**src/rtl/vending_fsm_pkg.sv**
```systemverilog
// Shared types and constants for the drink vending controller.
// States, coin values, button codes and the legal-coin check.
package vending_pkg;

   typedef enum logic [1:0] {
      IDLE    = 2'd0,
      DELIVER = 2'd1,
      CHANGE  = 2'd2
   } state_t;

   localparam logic [7:0] COIN_10  = 8'd10;
   localparam logic [7:0] COIN_20  = 8'd20;
   localparam logic [7:0] COIN_50  = 8'd50;
   localparam logic [7:0] COIN_100 = 8'd100;
   localparam logic [7:0] COIN_200 = 8'd200;

   localparam logic [1:0] BTN_NONE  = 2'd0;
   localparam logic [1:0] BTN_WATER = 2'd1;
   localparam logic [1:0] BTN_SODA  = 2'd2;

   function automatic logic is_valid_coin(logic [7:0] c);
      return (c == COIN_10)  || (c == COIN_20)  ||
             (c == COIN_50)  || (c == COIN_100) ||
             (c == COIN_200);
   endfunction

endpackage

```
**src/rtl/vending_fsm_if.sv**
```systemverilog
// Front-end / actuator bundle of the vending controller.
// master drives coins and buttons, slave is the controller.
interface vending_fsm_if;

   logic [7:0] coin_in;
   logic [1:0] button_in;
   logic [7:0] change_out;
   logic [1:0] beverage_out;
   logic [7:0] credit;
   logic [1:0] state;

   modport master (
      output coin_in,
      output button_in,
      input  change_out,
      input  beverage_out,
      input  credit,
      input  state
   );

   modport slave (
      input  coin_in,
      input  button_in,
      output change_out,
      output beverage_out,
      output credit,
      output state
   );

endinterface

```
**src/rtl/vending_fsm_phase_timer.sv**
```systemverilog
// Loadable 8-bit down-counter timing the DELIVER and CHANGE phases.
// last is high while the count sits at zero.
module vend_phase_timer (
   input  logic       clk,
   input  logic       rst,
   input  logic       load,
   input  logic [7:0] load_val,
   output logic       last
);

   logic [7:0] cnt;

   always_ff @(posedge clk) begin
      if (rst) begin
         cnt <= 8'd0;
      end else if (load) begin
         cnt <= load_val;
      end else if (cnt != 8'd0) begin
         cnt <= cnt - 8'd1;
      end
   end

   assign last = (cnt == 8'd0);

endmodule

```
**src/rtl/vending_fsm.sv**
```systemverilog
// Drink vending controller: coin credit, purchase, delivery, change.
// All outputs come straight from registers.
module vending_fsm
   import vending_pkg::*;
#(
   parameter int unsigned N           = 3,
   parameter int unsigned M           = 2,
   parameter int unsigned PRICE_WATER = 50,
   parameter int unsigned PRICE_SODA  = 100
) (
   input  logic         clk,
   input  logic         rst,
   vending_fsm_if.slave bus
);

   localparam logic [7:0] N_LAST  = 8'(N - 1);
   localparam logic [7:0] M_LAST  = 8'(M - 1);
   localparam logic [7:0] P_WATER = 8'(PRICE_WATER);
   localparam logic [7:0] P_SODA  = 8'(PRICE_SODA);

   state_t     state_q;
   logic [7:0] credit_q;
   logic [1:0] sel_q;
   logic [1:0] bev_q;
   logic [7:0] chg_q;

   logic       last;
   logic       buy;
   logic       coin_ok;
   logic [8:0] sum;
   logic [7:0] price;
   logic       tmr_load;
   logic [7:0] tmr_val;

   always_comb begin
      price   = P_WATER;
      buy     = 1'b0;
      coin_ok = 1'b0;
      sum     = {1'b0, credit_q} + {1'b0, bus.coin_in};
      unique case (1'b1)
         (bus.button_in == BTN_SODA):  price = P_SODA;
         (bus.button_in == BTN_WATER): price = P_WATER;
         default:                      price = P_WATER;
      endcase
      if (state_q == IDLE) begin
         if (bus.coin_in != 8'd0) begin
            coin_ok = is_valid_coin(bus.coin_in) && !sum[8];
         end else if ((bus.button_in == BTN_WATER ||
                       bus.button_in == BTN_SODA) &&
                      credit_q >= price) begin
            buy = 1'b1;
         end
      end
   end

   // One timer serves both phases; reloaded on each phase entry.
   always_comb begin
      tmr_load = 1'b0;
      tmr_val  = N_LAST;
      if (buy) begin
         tmr_load = 1'b1;
         tmr_val  = N_LAST;
      end else if (state_q == DELIVER && last &&
                   credit_q != 8'd0) begin
         tmr_load = 1'b1;
         tmr_val  = M_LAST;
      end
   end

   vend_phase_timer u_timer (
      .clk      (clk),
      .rst      (rst),
      .load     (tmr_load),
      .load_val (tmr_val),
      .last     (last)
   );

   always_ff @(posedge clk) begin
      if (rst) begin
         state_q  <= IDLE;
         credit_q <= 8'd0;
         sel_q    <= BTN_NONE;
         bev_q    <= 2'd0;
         chg_q    <= 8'd0;
      end else begin
         unique case (state_q)
            IDLE: begin
               if (coin_ok) begin
                  credit_q <= sum[7:0];
               end else if (buy) begin
                  sel_q    <= bus.button_in;
                  bev_q    <= bus.button_in;
                  credit_q <= credit_q - price;
                  state_q  <= DELIVER;
               end
            end
            DELIVER: begin
               if (last) begin
                  bev_q <= 2'd0;
                  if (credit_q != 8'd0) begin
                     chg_q   <= credit_q;
                     state_q <= CHANGE;
                  end else begin
                     state_q <= IDLE;
                  end
               end
            end
            CHANGE: begin
               if (last) begin
                  credit_q <= 8'd0;
                  chg_q    <= 8'd0;
                  state_q  <= IDLE;
               end
            end
            default: begin
               state_q <= IDLE;
               bev_q   <= 2'd0;
               chg_q   <= 8'd0;
            end
         endcase
      end
   end

   assign bus.beverage_out = bev_q;
   assign bus.change_out   = chg_q;
   assign bus.credit       = credit_q;
   assign bus.state        = state_q;

endmodule

```
**src/flat_wrapper.sv**
```systemverilog
// flat-port wrapper written by rule: the top's interface ports become plain ports
module vending_fsm_flat import vending_pkg::*;
#(
   parameter int unsigned N           = 3,
   parameter int unsigned M           = 2,
   parameter int unsigned PRICE_WATER = 50,
   parameter int unsigned PRICE_SODA  = 100
)
  (clk, rst, bus_coin_in, bus_button_in, bus_change_out, bus_beverage_out, bus_credit, bus_state);
  vending_fsm_if bus_i ();
  input  logic clk;
  input  logic rst;
  input wire logic [$bits(bus_i.coin_in)-1:0] bus_coin_in;
  input wire logic [$bits(bus_i.button_in)-1:0] bus_button_in;
  output wire logic [$bits(bus_i.change_out)-1:0] bus_change_out;
  output wire logic [$bits(bus_i.beverage_out)-1:0] bus_beverage_out;
  output wire logic [$bits(bus_i.credit)-1:0] bus_credit;
  output wire logic [$bits(bus_i.state)-1:0] bus_state;
  assign bus_i.coin_in = bus_coin_in;
  assign bus_i.button_in = bus_button_in;
  assign bus_change_out = bus_i.change_out;
  assign bus_beverage_out = bus_i.beverage_out;
  assign bus_credit = bus_i.credit;
  assign bus_state = bus_i.state;
  vending_fsm #(.N(N), .M(M), .PRICE_WATER(PRICE_WATER), .PRICE_SODA(PRICE_SODA)) u_core (.clk(clk), .rst(rst), .bus(bus_i));
endmodule
```
**config.mk**
```make
export PLATFORM = sky130hd
export DESIGN_NAME = vending_fsm_flat
export DESIGN_NICKNAME = d
export VERILOG_FILES = /design/src/rtl/vending_fsm_pkg.sv /design/src/rtl/vending_fsm_if.sv /design/src/rtl/vending_fsm_phase_timer.sv /design/src/rtl/vending_fsm.sv /design/src/flat_wrapper.sv
export SDC_FILE = /design/constraint.sdc
export NUM_CORES = 1
export LEC_CHECK = 0
export ABC_AREA = 1
export CORE_AREA = 2 2 68 70
export DETAILED_ROUTE_END_ITERATION = 7
export DIE_AREA = 0 0 70 72
export GPL_TIMING_DRIVEN = 0
export PLACE_DENSITY = 0.78
export SLEW_MARGIN = 20
export SYNTH_ARGS = -nofsm -noshare
export SYNTH_HDL_FRONTEND = slang
export SYNTH_HIERARCHICAL = 1
export SYNTH_SLANG_ARGS = --single-unit
```
**constraint.sdc**
```tcl
create_clock -name clk -period 5.5 [get_ports clk]
set_clock_uncertainty 0.05 [all_clocks]
set_input_delay 1.1 -clock clk [delete_from_list [all_inputs] [get_ports clk]]
set_output_delay 1.1 -clock clk [all_outputs]
set_load 0.02 [all_outputs]
```
==> summary.txt <==
Final layout
  – Fin cells: 443
  – Area Overhead vs Synth: 20.2%
  – Cell area after layout: 2770 um2
  – Final Util: 64.9%
  – Fraction of layout cells with a size suffix above 1: 11.5%
  – Layout Nets: 420
  – Commonest non-fill, non-tap cells in the layout: nand2_1 (95), inv_1 (40), nor2_1 (33)
  – Ant. Diodes: 0
  – Commonest non-fill, non-tap cell in the layout: nand2_1

Timing
  – Tmin final: 3.34 ns
  – Achievable frequency: 300 MHz
  – Slew @ Worst Pin: 0.538 ns
  – RSZ-0062 raised after global routing: false
  – Relative max-transition margin: 64.1%
  – # setup viols final: 0
  – Hold WS: 0.418 ns
  – Post-Route Setup TNS: 0 ns
  – Part of the cycle the worst path needs: 60.7%
  – Slew Limit Fails: 0
  – Fin. Hold Viols: 0

Setup path
  – CP startpoint kind: input pin
  – Worst Setup End Kind: flip-flop
  – Max FO, Critical Path: 9
  – CP required: 5.62 ns
  – Worst setup path category: input pin to flip-flop
  – Worst Path Arrival: 3.46 ns

Clock tree
  – Root buffer cell: clkbuf_8
  – Hold buffers post-CTS: 0
  – Post-CTS Setup Repair Bufs: 0
  – Clk buf depth: 2
  – CTS Sinks: 28
  – Htree depth: 1
  – CTS tree: done
  – Num CTS Buffers: 3
  – Resize count post-CTS: 0
  – Worst skew pair latency: 0.27 ns
  – Clk pin slew, worst setup/hold paths: 0.09 ns

GRT
  – Grt total ovfl: 0
  – Vias in the first global route: 2192
  – All-Layer GR Usage: 22.4%
  – First-pass GRT wire length: 9.26 mm
  – Antenna violations before repair: 0
  – Largest net degree at the start of global routing: 17

Yosys
  – Cell Area, Synth: 2300 um2
  – Post-synth ARST share: 0%
  – Compound-Gate Fraction of Synth Area: 9.90%
  – Synth area leaders: dfxtp_1 (24%), nand2_1 (15%), ha_1 (7.6%), inv_1 (6.5%), nand3_1 (6.3%)
  – Post-synthesis sequential area ratio: 24.4%
  – Synthesis-stage register bit count: 28
  – YS warnings: 6
  – Share of the synthesized area in the top cell type: 24.4%
  – Adder-cell share of the synthesized area: 9.35%
  – Main synth FF type: dfxtp_1
  – Biggest area consumer among synthesized cells: dfxtp_1
  – Xor-xnor portion of the synthesized cell area: 3.81%
  – Synth Area in Simple Gates: 43.4%
  – Mux share of post-synthesis cell area: 0%
  – Syn_area_per_cell: 6.56 um2
  – Cell count after synthesis: 351
  – Distinct cells, synth: 37
  – Number of synthesized flops with an enable pin: 0
  – Largest family of logic cells by synthesized area: simple AND/OR/NAND/NOR gates

Floorplan
  – Total Die Area: 5040 um2
  – Die Wd: 70 um
  – Initial Util: 54.0%
  – # IOs: 32
  – Row cnt: 24
  – Die height: 72 um
  – Core area: 4260 um2

Place
  – Placed Cells: 439
  – Cell Area, Placed: 2700 um2
  – Dpl hpwl: 4.19 mm
  – Gpl congestion: 0.936
  – Port buffer count: 31

Drt
  – DR pass1 iterations: 4
  – DRC viols: 0
  – Initial drt markers: 165
  – Final WL: 5.37 mm
  – Antenna-violating nets left: 0
  – Via Count: 2279
  – Via density per instance: 5.14
  – WL/cell: 12.1 um

Outcome
  – Outcome: finished clean

Pwr
  – Power per Cell Area: 239 nW/um2
  – Worst VDD drop: 0.260 mV
  – Leak pwr: 1.31 nW

Worst hold path
  – Hold crit path type: flip-flop to flip-flop

Run
  – Max Cap Viol: 0
==> worst max-delay path, cell delays in order <==
cell	delay [ns]
clkdlybuf4s50_1	0.39
inv_1	0.09
ha_1	0.17
inv_1	0.10
ha_1	0.36
nand2_1	0.07
nor2_1	0.13
nand2_1	0.08
nand3_2	0.10
nand3_2	0.13
nand2_1	0.10
buf_2	0.22
inv_2	0.09
nand2_2	0.11
inv_2	0.06
nor2_1	0.09
nor2_1	0.05
==> sequential cells by signal, indices dropped and copies added (netlist names) <==
| name | count |
|---|---|
| u_core/bus.credit | 8 |
| u_core/bus.beverage_out | 2 |
| u_core/bus.state | 2 |
| u_core/bus.change_out | 8 |
| u_core/u_timer/cnt | 8 |
==> metal layers <==
metal,global-route usage (%),vias to the layer above,wire length [um]
li1,-,1199,-
met1,29.6,1016,2500
met2,38.9,60,2490
met3,3.33,4,333
met4,5.56,0,46
met5,0,-,0
==> path summary, 6_finish.rpt <==
| check | slack [ns] | end | startpoint | depth (start not counted) |
|---|---|---|---|---|
| worst max-delay path | 2.16 | u_core/u_timer/cnt[1] | bus_button_in[0] | 17 |
| worst max register to register | 3.27 | u_core/bus.credit[3] | u_core/bus.credit[0] | 9 |
| worst min-delay path | 0.42 | u_core/bus.change_out[3] | u_core/bus.change_out[3] | 2 |
| worst min register to register | 0.42 | u_core/bus.change_out[3] | u_core/bus.change_out[3] | 2 |
==> final cells by class <==
| cell class | count | area (um2) |
|---|---|---|
| multi-input cells | 276 | 1550 |
| fillers | 401 | 1500 |
| flip-flops and latches | 28 | 561 |
| repair buffers | 31 | 310 |
| inverters | 47 | 176 |
| well taps | 52 | 65.1 |
| clock buffers | 3 | 41.3 |
| plain buffers | 5 | 31.3 |
| clock inverters | 1 | 30.0 |
==> synthesized netlist by cell type, drive strengths merged (3+ instances only) <==
master    n
xor2      4
buf       3
inv      47
xnor2     6
and2      3
nand4     8
ha       14
nor3      6
dfxtp    28
nand2   104
a21oi    27
nor2     43
o21ai    11
nand3    36
==> power by group <==
group / switching (mW) / internal (mW)
Clock: 0.0625 / 0.0974
Sequential: 0.0214 / 0.227
Combinational: 0.153 / 0.101
==> cell families (layout without fill, tap and decap cells) <==
group / Yosys count / after routing
XOR/XNOR: 10 / 10
other: 1 / 6
AND/OR/NAND/NOR: 203 / 203
buffers and inverters: 52 / 87
adder cells (fa/ha/maj): 16 / 16
AO/OA/AOI/OAI: 41 / 41
flip-flops: 28 / 28
==> through the flow <==
step / setup slack [ns] / total power [mW]
after detailed placement: 1.89 / 0.503
after CTS: 2.18 / 0.665
after global placement: 1.94 / 0.497
final: 2.16 / 0.661
after floorplan: 2.59 / 0.453
after global routing: 1.89 / 0.711
Note: power is estimated with default switching activity, not from simulation.
